[config.mk]
export PLATFORM = sky130hd
export DESIGN_NAME = nibble_serial_adder_ctrl_flat
export DESIGN_NICKNAME = d
export VERILOG_FILES = /design/src/rtl/nibble_serial_adder_ctrl_if.sv /design/src/rtl/nibble_serial_adder_ctrl.sv /design/src/flat_wrapper.sv
export SDC_FILE = /design/constraint.sdc
export NUM_CORES = 1
export LEC_CHECK = 0
export ABC_AREA = 0
export BUFFER_PORTS_ARGS = -buffer_cell sky130_fd_sc_hd__buf_2
export CORE_UTILIZATION = 54
export CTS_CLUSTER_SIZE = 28
export DETAILED_ROUTE_END_ITERATION = 10
export HOLD_SLACK_MARGIN = 0.03
export PLACE_DENSITY = 0.79
export SYNTH_ARGS = -nofsm -noshare
export SYNTH_HDL_FRONTEND = slang
export SYNTH_SLANG_ARGS = --single-unit
[constraint.sdc]
create_clock -name clk -period 3.16 [get_ports clk]
set_input_delay 0.316 -clock clk [delete_from_list [all_inputs] [get_ports clk]]
set_output_delay 0.316 -clock clk [all_outputs]
set_load 0.01 [all_outputs]
[src/rtl/nibble_serial_adder_ctrl_if.sv]
// Operand and result handshake bundle for nibble_serial_adder_ctrl.
// The master side is the operand source and result consumer, and the slave side is the sequencer.
interface nibble_serial_adder_ctrl_if #(
  parameter int WIDTH = 16
);
  logic             in_valid;
  logic             in_ready;
  logic             op_sub;
  logic [WIDTH-1:0] a;
  logic [WIDTH-1:0] b;
  logic             cin;
  logic             out_valid;
  logic             out_ready;
  logic [WIDTH-1:0] sum;
  logic             cout;
  logic             ovf;
  logic             busy;

  modport master (
    output in_valid, op_sub, a, b, cin, out_ready,
    input  in_ready, out_valid, sum, cout, ovf, busy
  );

  modport slave (
    input  in_valid, op_sub, a, b, cin, out_ready,
    output in_ready, out_valid, sum, cout, ovf, busy
  );
endinterface

[src/rtl/nibble_serial_adder_ctrl.sv]
// Serial WIDTH-bit add/subtract built on one 4-bit ripple slice, one nibble per clock, LSB first.
// Carry passes between nibbles through a register, and the result is held until the consumer takes it.
module nibble_serial_adder_ctrl #(
  parameter int WIDTH = 16
) (
  input  logic                       clk,
  input  logic                       rst,
  nibble_serial_adder_ctrl_if.slave  bus
);
  localparam int NIB  = WIDTH / 4;
  localparam int IDXW = (NIB > 1) ? $clog2(NIB) : 1;

  typedef enum logic [1:0] {
    IDLE = 2'd0,
    RUN  = 2'd1,
    DONE = 2'd2
  } state_t;

  state_t            state_r, state_nxt_s;
  logic [WIDTH-1:0]  a_lat_r, b_eff_r, sum_r;
  logic [IDXW-1:0]   idx_r;
  logic              carry_r, cout_r, ovf_r;
  logic              in_ready_r, out_valid_r, busy_r;
  logic              accept_s, last_pass_s;
  logic [IDXW+1:0]   sh_s;
  logic [3:0]        a_nib_s, b_nib_s;
  logic [4:0]        slice_s;

  function automatic logic [4:0] slice_add(input logic [3:0] x, input logic [3:0] y, input logic c);
    logic [3:0] s;
    logic       k;
    k = c;
    for (int i = 0; i < 4; i++) begin
      s[i] = x[i] ^ y[i] ^ k;
      k    = (x[i] & y[i]) | (k & (x[i] ^ y[i]));
    end
    return {k, s};
  endfunction

  assign accept_s    = bus.in_valid & in_ready_r;
  assign last_pass_s = (idx_r == IDXW'(NIB - 1));
  assign sh_s        = {idx_r, 2'b00};
  assign a_nib_s     = 4'(a_lat_r >> sh_s);
  assign b_nib_s     = 4'(b_eff_r >> sh_s);
  assign slice_s     = slice_add(a_nib_s, b_nib_s, carry_r);

  // Next-state decode
  always_comb begin
    state_nxt_s = state_r;
    case (state_r)
      IDLE: begin
        if (accept_s) state_nxt_s = RUN;
        else          state_nxt_s = IDLE;
      end
      RUN: begin
        if (last_pass_s) state_nxt_s = DONE;
        else             state_nxt_s = RUN;
      end
      DONE: begin
        if (out_valid_r & bus.out_ready) state_nxt_s = IDLE;
        else                             state_nxt_s = DONE;
      end
      default: state_nxt_s = IDLE;
    endcase
  end

  // State register and handshake flags registered from the next state
  always_ff @(posedge clk) begin
    if (rst) begin
      state_r     <= IDLE;
      in_ready_r  <= 1'b1;
      out_valid_r <= 1'b0;
      busy_r      <= 1'b0;
    end else begin
      state_r     <= state_nxt_s;
      in_ready_r  <= (state_nxt_s == IDLE);
      out_valid_r <= (state_nxt_s == DONE);
      busy_r      <= (state_nxt_s == RUN) || (state_nxt_s == DONE);
    end
  end

  // Operand capture and one slice pass per RUN cycle
  always_ff @(posedge clk) begin
    if (rst) begin
      a_lat_r <= '0;
      b_eff_r <= '0;
      sum_r   <= '0;
      idx_r   <= '0;
      carry_r <= 1'b0;
      cout_r  <= 1'b0;
      ovf_r   <= 1'b0;
    end else begin
      case (state_r)
        IDLE: begin
          if (accept_s) begin
            a_lat_r <= bus.a;
            b_eff_r <= bus.op_sub ? ~bus.b : bus.b;
            carry_r <= bus.op_sub ? 1'b1 : bus.cin;
            idx_r   <= '0;
          end
        end
        RUN: begin
          sum_r   <= (sum_r & ~(WIDTH'(4'hF) << sh_s)) | (WIDTH'(slice_s[3:0]) << sh_s);
          carry_r <= slice_s[4];
          idx_r   <= idx_r + IDXW'(1);
          if (last_pass_s) begin
            cout_r <= slice_s[4];
            // Overflow: the operand signs agree but the sign of the result differs from them.
            ovf_r  <= (a_lat_r[WIDTH-1] == b_eff_r[WIDTH-1]) && (slice_s[3] != a_lat_r[WIDTH-1]);
          end
        end
        default: begin
        end
      endcase
    end
  end

  assign bus.in_ready  = in_ready_r;
  assign bus.out_valid = out_valid_r;
  assign bus.busy      = busy_r;
  assign bus.sum       = sum_r;
  assign bus.cout      = cout_r;
  assign bus.ovf       = ovf_r;
endmodule

[src/flat_wrapper.sv]
// flat-port wrapper written by rule: the top's interface ports become plain ports
module nibble_serial_adder_ctrl_flat 
#(
  parameter int WIDTH = 16
)
  (clk, rst, bus_in_valid, bus_op_sub, bus_a, bus_b, bus_cin, bus_out_ready, bus_in_ready, bus_out_valid, bus_sum, bus_cout, bus_ovf, bus_busy);
  nibble_serial_adder_ctrl_if #(.WIDTH(WIDTH)) bus_i ();
  input  logic clk;
  input  logic rst;
  input wire logic [$bits(bus_i.in_valid)-1:0] bus_in_valid;
  input wire logic [$bits(bus_i.op_sub)-1:0] bus_op_sub;
  input wire logic [$bits(bus_i.a)-1:0] bus_a;
  input wire logic [$bits(bus_i.b)-1:0] bus_b;
  input wire logic [$bits(bus_i.cin)-1:0] bus_cin;
  input wire logic [$bits(bus_i.out_ready)-1:0] bus_out_ready;
  output wire logic [$bits(bus_i.in_ready)-1:0] bus_in_ready;
  output wire logic [$bits(bus_i.out_valid)-1:0] bus_out_valid;
  output wire logic [$bits(bus_i.sum)-1:0] bus_sum;
  output wire logic [$bits(bus_i.cout)-1:0] bus_cout;
  output wire logic [$bits(bus_i.ovf)-1:0] bus_ovf;
  output wire logic [$bits(bus_i.busy)-1:0] bus_busy;
  assign bus_i.in_valid = bus_in_valid;
  assign bus_i.op_sub = bus_op_sub;
  assign bus_i.a = bus_a;
  assign bus_i.b = bus_b;
  assign bus_i.cin = bus_cin;
  assign bus_i.out_ready = bus_out_ready;
  assign bus_in_ready = bus_i.in_ready;
  assign bus_out_valid = bus_i.out_valid;
  assign bus_sum = bus_i.sum;
  assign bus_cout = bus_i.cout;
  assign bus_ovf = bus_i.ovf;
  assign bus_busy = bus_i.busy;
  nibble_serial_adder_ctrl #(.WIDTH(WIDTH)) u_core (.clk(clk), .rst(rst), .bus(bus_i));
endmodule
==> results_dict.tcl, run 1 <==
set metrics [dict create \
    status "completed" \
    p_total_mw 1.68 \
    clkLatencyLatePin_ns 0.34 \
    routedWlPerCell_um 13.8 \
    syn-cell-area_um2 2770 \
    wl_mm 5.56 \
    setup_violations 0 \
    portBuffers 58 \
    firstDrtPassIters 7 \
    reg2reg_from "u_core.idx_r[0]" \
    setup_slack_ns 0.321 \
    start_util_pct 57.6 \
    die_y_um 73.7 \
    hold_violations 0 \
    worstMarginPinSlew_ns 0.622 \
    fill_cells 395 \
    synthArstFlopShare_pct 0 \
    holdWs_ns 0.213 \
    cp_max_fo 6 \
    r2r_setup_slack_ns 0.32 \
    n_antenna_cell 0 \
    p_sw_share_pct 28.1 \
    routed_via_density 5.40 \
    core-area_um2 4820 \
    die-width_um 73.7 \
    grtUsageTotal_pct 23.6 \
    multi_input_area_um2 1430 \
    dieArea_um2 5430 \
    drive_gt1_share_pct 31.0 \
    clockPowerShare_pct 31.6 \
    drtIter0Drc 170 \
    cts.sinks 58 \
    finalCritPeriodShare_pct 89.8 \
    routabilityCongestion 0.834 \
    clk_pin_slew_worst_paths_ns 0.06 \
    synth.avg_cell_area_um2 9.90 \
    pwr_density_cell_nw_per_um2 525 \
    yosysMostFrequentCell "dfxtp_1" \
    synth_area_leaders "dfxtp_1 (42%), a211oi_2 (7.2%), mux4_2 (6.5%), xnor2_1 (5.1%), nand2_1 (5.0%)" \
    hold_path_end "u_core.a_lat_r[10]" \
    rows 25 \
    vias 2176 \
    syn_inst 280 \
    arrival_ns 3.09 \
    synthToLayoutAreaGrowth_pct 15.6 \
    hp-start "bus_a[10]" \
    dp.cells 390 \
    relSlewSlack_pct 58.5 \
    numCtsBuffers 9 \
    yosys-top-cells-count "dfxtp_1 (58), nand2_1 (37), nor2_1 (36)" \
    antenna_found_initial 0 \
    p_leak_nw 1.29 \
    drc 0 \
    synth_edf_count 0 \
    cts_buffer_depth 2 \
    finalNonFillerCells 403 \
    post-place-ws_ns 0.237 \
    ys.flop_type "dfxtp_1" \
    seq_area_um2 1160 \
    power.internal_mw 1.21 \
    fin_area_um2 3210 \
    ys_seq_area_share_pct 41.9 \
    finalSetupTns_ns 0 \
    post_cts_buffers 0 \
    tritoncts "yes" \
    min_path_cells 3 \
    syn-num-nets 328 \
    final.min_clock_period_ns 2.84 \
    reg2reg_depth 11 \
    rr_endpoint "u_core.bus.ovf" \
    slew_violations 0 \
    seqPwrFrac_pct 48.9 \
    power_frac_comb_pct 19.5 \
    rsz0062_at_grt "false" \
    final_util_pct 66.5 \
    ios 59 \
    grt_max_degree 51 \
    dpl_cell_area_um2 3060 \
    startpoint_type "flop" \
    worstPathRequired_ns 3.41 \
    drv_cap 0 \
    ir_worst_vdd_mv 0.264 \
    ys_types 37 \
    hpwlAfterDp_mm 3.92 \
    ys_warn_count 0 \
    synth_top_area_share_pct 41.9 \
    h-tree-depth 3 \
    finalClockSkew_ns 0.00378 \
    grt_overflow 0 \
    max_freq_mhz 352 \
    grt_pass1_vias 2031 \
    layout.nets 382 \
    switchingPower_mw 0.472 \
    ys_ff_latch 58 \
    path_class "reg -> reg" \
    grt_pass1_wl_mm 9.46 \
    antenna_left 0 \
    cp-end-kind "flop" \
    cts_root_buffer "clkbuf_8" \
    yosys.area.top_type "dfxtp_1" \
    hp-class "in -> reg" \
]
logic make-up (layout without fill, tap and decap cells):
group / after synthesis / after routing / synth area share (%)
buf+inv: 34 / 90 / 7.04
compound gates: 57 / 57 / 16.8
xor+xnor: 16 / 16 / 5.05
simple gates: 97 / 97 / 17.1
flops: 58 / 58 / 41.9
fa+ha+maj: 10 / 10 / 5.60
mux: 8 / 8 / 6.50
cell usage in the layout (no fill, tap or decap):
cell type  Yosys  routed
buf_2          4      58
dfxtp_1       58      57
nand2_1       37      37
nor2_1        36      36
a21oi_1       19      19
xnor2_1       16      16
a211oi_2      16      16
inv_1         12      12
clkbuf_8       0       9
mux4_2         8       8
a2bb2oi_1      8       8
a22oi_1        8       8
buf_4          5       7
ha_1           6       6
nand3b_1       5       5
fa_1           4       4
nand4bb_1      3       3
nor2b_1        3       3
clkbuf_1       5       3
a31oi_1        2       2
and4bb_2       2       2
nand3_1        2       2
and3b_1        1       1
nand2b_1       1       1
o21a_1         1       1
nor4bb_4       0       1
nor4b_1        1       1
or4b_1         1       1
or4_1          1       1
o31ai_1        1       1
nand4b_1       1       1
and4b_1        1       1
or2_2          1       1
a211oi_1       1       1
o21ai_0        1       1
clkinv_2       0       1
dfxtp_2        0       1
repair_timing:
| action | CTS | global route |
|---|---|---|
| hold buffers | 0 | 0 |
| endpoints found under the setup margin | 0 | 1 |
| resized for setup | 0 | 1 |
worst max-delay path, cell delays in order, from the launching register on:
cell and delay [ns]:
dfxtp_2 0.39, mux4_2 0.51, inv_1 0.09, fa_1 0.16, inv_1 0.05, fa_1 0.35, inv_1 0.07, fa_1 0.16
inv_1 0.05, fa_1 0.54, nand3b_1 0.20, a211oi_1 0.18
power by group through the flow:
stage | Combinational (mW) | Sequential, mW | Clock [mW]
2_1_floorplan | 0.263 | 0.823 | 0
3_3_place_gp | 0.320 | 0.835 | 0
3_5_place_dp | 0.328 | 0.836 | 0
4_1_cts | 0.331 | 0.821 | 0.538
5_1_grt | 0.364 | 0.828 | 0.570
6_report | 0.328 | 0.822 | 0.532
sequential cells by signal (all words and copies together), names as in the netlist:
name                  flops
u_core.idx_r              2
u_core.bus.in_ready       1
u_core.bus.cout           1
u_core.carry_r            1
u_core.bus.busy           1
u_core.bus.ovf            1
u_core.state_r            2
u_core.b_eff_r           16
u_core.bus.out_valid      1
u_core.a_lat_r           16
u_core.bus.sum           16
metal layers:
layer  vias to the layer above  share of wire [%]  GRT usage (%)  wire length, um
li1                       1069                  -              -                -
met1                      1040                 45           30.0             2490
met2                        57                 49           37.4             2720
met3                        10                4.9           7.82              270
met4                         0                1.6           8.97               89
met5                         -                  0              0                0
final cells by class:
class / count / share of cell area, %
multi-input combinational: 188 / 44.7
inverter: 12 / 1.41
sequential: 58 / 36.3
tap: 67 / 2.62
clock buffer: 12 / 4.22
timing repair buffer: 65 / 10.7
clock inverter: 1 / 0.156
how the worst max path moves through the flow:
stage,startpoint,to,slack (ns),cells after the start
final,u_core.idx_r[0],u_core.bus.ovf,0.32,11
after global routing,u_core.idx_r[0],u_core.bus.ovf,0.10,11
after CTS,u_core.idx_r[0],u_core.bus.ovf,0.20,11
after detailed placement,u_core.idx_r[0],u_core.bus.ovf,0.24,11
after global placement,u_core.idx_r[0],u_core.bus.ovf,0.34,11
after floorplan,u_core.idx_r[1],u_core.bus.ovf,0.29,13
No activity file was read; power rests on OpenSTA's default activity.
==> run 2, diff against run 1 <==
CORE_UTILIZATION = 56   (was 54)
CTS_BUF_LIST = sky130_fd_sc_hd__clkbuf_8   (was unset)
PLACE_DENSITY = 0.82   (was 0.79)
==> run 2 against run 1 <==
Sequential cell count unchanged. Count of clock-buffer cells in the layout decreased by 3. Critical endpoint unchanged. Critical path type unchanged. Die area is 3.5% lower. Global-route usage grew 0.95 points. Clock skew increased by 0.0059 ns. Wire length up 4.1%. Power rose by 2.0%. First-iteration DRC count shrank 22%.
==> results_dict.tcl, run 2 (synthesis gave the netlist of run 1 again) <==
set metrics [dict create \
    path_class "reg -> reg" \
    post-place-ws_ns 0.264 \
    ios 59 \
    die-width_um 72.4 \
    hpwlAfterDp_mm 4.09 \
    dieArea_um2 5240 \
    grt_pass1_wl_mm 9.58 \
    tritoncts "yes" \
    ir_worst_vdd_mv 0.289 \
    cts.sinks 58 \
    start_util_pct 58.3 \
    worstPathRequired_ns 3.41 \
    routed_via_density 5.42 \
    die_y_um 72.4 \
    grt_max_degree 51 \
    vias 2194 \
    n_antenna_cell 0 \
    clkLatencyLatePin_ns 0.34 \
    p_leak_nw 1.31 \
    final_cell_mix "buf_2 (58), dfxtp_1 (58), nand2_1 (37), nor2_1 (36), a21oi_1 (19)" \
    portBuffers 58 \
    routedWlPerCell_um 14.3 \
    arrival_ns 3.13 \
    max_freq_mhz 347 \
    post_cts_buffers 0 \
    finalCritPeriodShare_pct 91.2 \
    rsz0062_at_grt "false" \
    drtIter0Drc 133 \
    layout.nets 381 \
    cts_buffer_depth 2 \
    final.min_clock_period_ns 2.88 \
    slew_violations 0 \
    routabilityCongestion 0.848 \
    crit_chain "mux4_2 -> inv_1 -> fa_1 -> inv_1 -> fa_1 -> inv_1 -> fa_1 -> inv_1 -> fa_1 -> nand3b_1 -> a211oi_1" \
    cp_slowest_stage_delay_ns 0.54 \
    clk_pin_slew_worst_paths_ns 0.07 \
    wl_mm 5.79 \
    antenna_left 0 \
    drive_gt1_share_pct 31.7 \
    core-area_um2 4750 \
    relSlewSlack_pct 61.3 \
    synthToLayoutAreaGrowth_pct 16.1 \
    fin_area_um2 3220 \
    hp-class "in -> reg" \
    numCtsBuffers 9 \
    worstMarginPinSlew_ns 0.580 \
    finalClockSkew_ns 0.00968 \
    setup_violations 0 \
    finalSetupTns_ns 0 \
    rows 25 \
    h-tree-depth 3 \
    grt_overflow 0 \
    cts_hold_buffers 0 \
    startpoint_type "flop" \
    grtUsageTotal_pct 24.6 \
    drv_cap 0 \
    grt_pass1_vias 2075 \
    hold_violations 0 \
    pwr_density_cell_nw_per_um2 534 \
    cp_max_fo 6 \
    cp-end-kind "flop" \
    setup_slack_ns 0.279 \
    antenna_found_initial 0 \
    dpl_cell_area_um2 3060 \
    cts_root_buffer "clkbuf_8" \
    p_total_mw 1.72 \
    cts_resized 0 \
    drc 0 \
    crit_path_top_delay_cell "fa_1" \
    status "completed" \
    firstDrtPassIters 4 \
]
[run 2: cell count changes in the layout (fill, tap and decap cells not counted), sizes merged]
cell | previous run | this run
buf | 65 | 64
clkinv | 1 | 6
inv | 12 | 13
clkbuf | 12 | 9
[run 2: metal layers]
layer,GRT usage [%],part of all wire (%)
met1,30.1,44
met2,38.9,48
met3,7.92,5.7
met4,12.4,2.0
met5,0,0
[run 2: area by class of cell]
cell class,instances,area (um2)
fillers,405,1540
multi-input cells,188,1430
flip-flops and latches,58,1160
repair buffers,64,335
clock buffers,9,124
well taps,67,83.8
inverters,12,45.0
clock inverters,7,37.5
[run 2: critical path: cells and delay by family, from the launching register on]
kind | cells | cell delay (ns)
flip-flops | 1 | 0.41
AND/OR/NAND/NOR | 1 | 0.20
adder cells (fa/ha/maj) | 4 | 1.21
multiplexers | 1 | 0.53
AO/OA/AOI/OAI | 1 | 0.20
buffers and inverters | 4 | 0.26
[run 2: where the power goes]
group	switching [mW]	leakage, nW	total, mW	internal (mW)
Combinational	0.173	0.737	0.329	0.156
Clock	0.290	0.0937	0.565	0.275
Sequential	0.0402	0.474	0.823	0.783
Total	0.503	1.31	1.72	1.21
[run 2: final timing paths]
kind | from | slack (ns) | cells past startpoint | endpoint
worst min-delay path | bus_a[6] | 0.22 | 3 | u_core.a_lat_r[6]
worst min register to register | u_core.a_lat_r[3] | 0.46 | 2 | u_core.a_lat_r[3]
worst max register to register | u_core.idx_r[0] | 0.28 | 11 | u_core.bus.ovf
worst max-delay path | u_core.idx_r[0] | 0.28 | 11 | u_core.bus.ovf
[run 2: per-stage QoR]
stage               instances  util [%]  hold WS, ns
floorplan                 280         -        0.433
global placement          389      64.3        0.445
detailed placement        389      64.3        0.449
CTS                       405      67.7        0.205
global route              405      67.7        0.208
finish                    405      67.7        0.220
==> run 3, diff against run 2 <==
ABC_AREA = 1   (was 0)
CORE_ASPECT_RATIO = 1.4   (was unset)
HOLD_SLACK_MARGIN = 0.06   (was 0.03)
==> run 3 against run 2 <==
Core utilization is 2.0 points higher. Power is 4.0% higher. Critical path depth is 3 higher. Sequential power hardly changed. Final area is 0.16% lower. Register-to-register slack worse by 0.07 ns. Combinational power is 8.5% higher. Worst setup slack worse by 0.071 ns. Clock skew is 0.0026 ns lower. Die area is 0.80% lower. Highest routed layer unchanged. Sequential share of layout area is 0.095 points higher.
==> results_dict.tcl, run 3 <==
set metrics [dict create \
    cts_root_buffer "clkbuf_8" \
    drc 0 \
    start_util_pct 59.6 \
    switchingPower_mw 0.520 \
    dieArea_um2 5190 \
    yosys.area.top_type "dfxtp_1" \
    routedWlPerCell_um 11.9 \
    yosys-top-cells-count "nand2_1 (80), nor2_1 (60), dfxtp_1 (58)" \
    p_sw_share_pct 29.1 \
    pwr_density_cell_nw_per_um2 556 \
    drv_cap 0 \
    status "completed" \
    cp-end-kind "flop" \
    slew_violations 0 \
    crit_chain "o21ai_0 -> o22a_1 -> fa_1 -> inv_1 -> fa_1 -> inv_1 -> fa_1 -> inv_1 -> fa_1 -> inv_1 -> nand3_1 -> o21ai_0 -> nor2_1 -> nor2_1" \
    vias 2435 \
    ys_seq_area_share_pct 42.3 \
    rsz0062_at_grt "false" \
    cp_slowest_stage_delay_ns 0.52 \
    worstPathRequired_ns 3.43 \
    relSlewSlack_pct 69.3 \
    grtUsageMet1_pct 29.6 \
    power_frac_comb_pct 20.0 \
    h-tree-depth 3 \
    ys_ff_latch 58 \
    ys.flop_type "dfxtp_1" \
    startpoint_type "flop" \
    firstDrtPassIters 4 \
    wl_mm 5.73 \
    path_class "reg -> reg" \
    crit_buf_inv 4 \
    synth_area_leaders "dfxtp_1 (42%), nand2_1 (11%), nor2_1 (8.2%), o21ai_0 (6.6%), a21oi_1 (5.5%)" \
    n_antenna_cell 0 \
    tritoncts "yes" \
    grt_pass1_vias 2245 \
    arrival_ns 3.22 \
    clk_pin_slew_worst_paths_ns 0.06 \
    post_cts_buffers 0 \
    routed_via_density 5.04 \
    ys_warn_count 0 \
    die-width_um 61.2 \
    synth_edf_count 0 \
    routabilityCongestion 0.870 \
    grt_overflow 0 \
    clkLatencyLatePin_ns 0.33 \
    grtUsageTotal_pct 25.5 \
    drive_gt1_share_pct 22.8 \
    yosysMostFrequentCell "nand2_1" \
    max_freq_mhz 339 \
    rows 29 \
    worstMarginPinSlew_ns 0.460 \
    clockPowerShare_pct 33.7 \
    crit_family "adder cells" \
    grt_pass1_wl_mm 9.65 \
    hpwlAfterDp_mm 4.16 \
    cts.sinks 58 \
    final.min_clock_period_ns 2.95 \
    numCtsBuffers 9 \
    finalNonFillerCells 483 \
    ios 59 \
    core-area_um2 4610 \
    final_cell_mix "nand2_1 (80), nor2_1 (60), buf_2 (58), dfxtp_1 (57), o21ai_0 (36)" \
    crit_path_top_delay_cell "dfxtp_1" \
    finalSetupTns_ns 0 \
    cts_buffer_depth 2 \
    portBuffers 58 \
    syn-num-nets 409 \
    ir_worst_vdd_mv 0.346 \
    synthArstFlopShare_pct 0 \
    use_met3_pct 6.40 \
    power.internal_mw 1.27 \
    finalClockSkew_ns 0.00707 \
    hp-class "in -> reg" \
    critPathLaunch "u_core.idx_r[1]" \
    grt_max_degree 41 \
    drtIter0Drc 123 \
    dp.cells 467 \
    ys_types 26 \
    p_total_mw 1.79 \
    synth_top_area_share_pct 42.3 \
    setup_violations 0 \
    fill_cells 407 \
    syn_inst 361 \
    syn-cell-area_um2 2750 \
    die_y_um 84.9 \
    synthToLayoutAreaGrowth_pct 16.9 \
    reg2reg_from "u_core.idx_r[1]" \
    grt.busiest_layer "met2" \
    finalCritPeriodShare_pct 93.4 \
    antenna_found_initial 0 \
    p_leak_nw 1.44 \
    hp-start "bus_a[0]" \
    layout.nets 464 \
    use_met2_pct 40.6 \
    holdWs_ns 0.232 \
    hold_violations 0 \
    synth.avg_cell_area_um2 7.61 \
    final_common_cell "nand2_1" \
    cp_max_fo 10 \
    seqPwrFrac_pct 46.3 \
    antenna_left 0 \
]
## run 3: changes by cell type after synthesis, moves of 11 or more
cell      delta
xor2_1      +16
a211oi_2    -16
nand2_1     +43
a21oi_1     +11
o21ai_0     +35
xnor2_1     -16
nor2_1      +24
## run 3: cells by family (layout without fill, tap and decap cells)
| logic type | after synthesis | in the layout | share of synthesized area, % |
|---|---|---|---|
| xor gates and xnor gates | 16 | 16 | 5.10 |
| and+or+nand+nor | 152 | 152 | 22.5 |
| AOI/OAI and AO/OA | 81 | 81 | 16.4 |
| adders and majority gates | 10 | 10 | 5.65 |
| DFF | 58 | 58 | 42.3 |
| buffers and inverters | 44 | 104 | 8.01 |
## run 3: routing by layer
metal / share of wire, % / wire [um]
met1: 42 / 2410
met2: 50 / 2850
met3: 4.4 / 252
met4: 3.7 / 212
met5: 0 / 0
## run 3: metrics by stage
| step | area, um2 | util [%] | setup slack [ns] |
|---|---|---|---|
| 2_1_floorplan | 2750 | - | 0.387 |
| 5_1_grt | 3210 | 69.7 | 0.0191 |
| 6_report | 3210 | 69.7 | 0.207 |
| 3_3_place_gp | 3030 | 65.7 | 0.314 |
| 3_5_place_dp | 3030 | 65.7 | 0.186 |
| 4_1_cts | 3210 | 69.7 | 0.173 |
## run 3: worst paths after layout
check / slack (ns) / end / depth (start not counted)
max: 0.21 / u_core.bus.ovf / 14
min: 0.23 / u_core.a_lat_r[0] / 3
max reg2reg: 0.21 / u_core.bus.ovf / 14
min reg2reg: 0.46 / u_core.bus.sum[12] / 2
## run 3: final cells by class
cell class	count	area, um2	share of cell area (%)
multi-input cells	259	1370	42.5
flip-flops and latches	58	1160	36.2
repair buffers	63	328	10.2
clock buffers	12	165	5.14
inverters	25	96.3	3.00
well taps	62	77.6	2.41
clock inverters	4	17.5	0.545
## run 3: worst min-delay path, cell delays in order
cell and delay, ns:
buf_2 0.07, o21ai_0 0.07, nor2_1 0.08
## run 3: power by group through the flow
stage	registers [mW]	logic [mW]	clock network [mW]
finish	0.826	0.357	0.602
CTS	0.826	0.359	0.616
global placement	0.840	0.349	0
global route	0.833	0.413	0.658
floorplan	0.832	0.277	0
detailed placement	0.841	0.358	0
## run 3: what timing repair did
action                     in CTS  in global routing
setup endpoints to repair       0                  5
resized for setup               0                  1
hold buffers                    0                  0
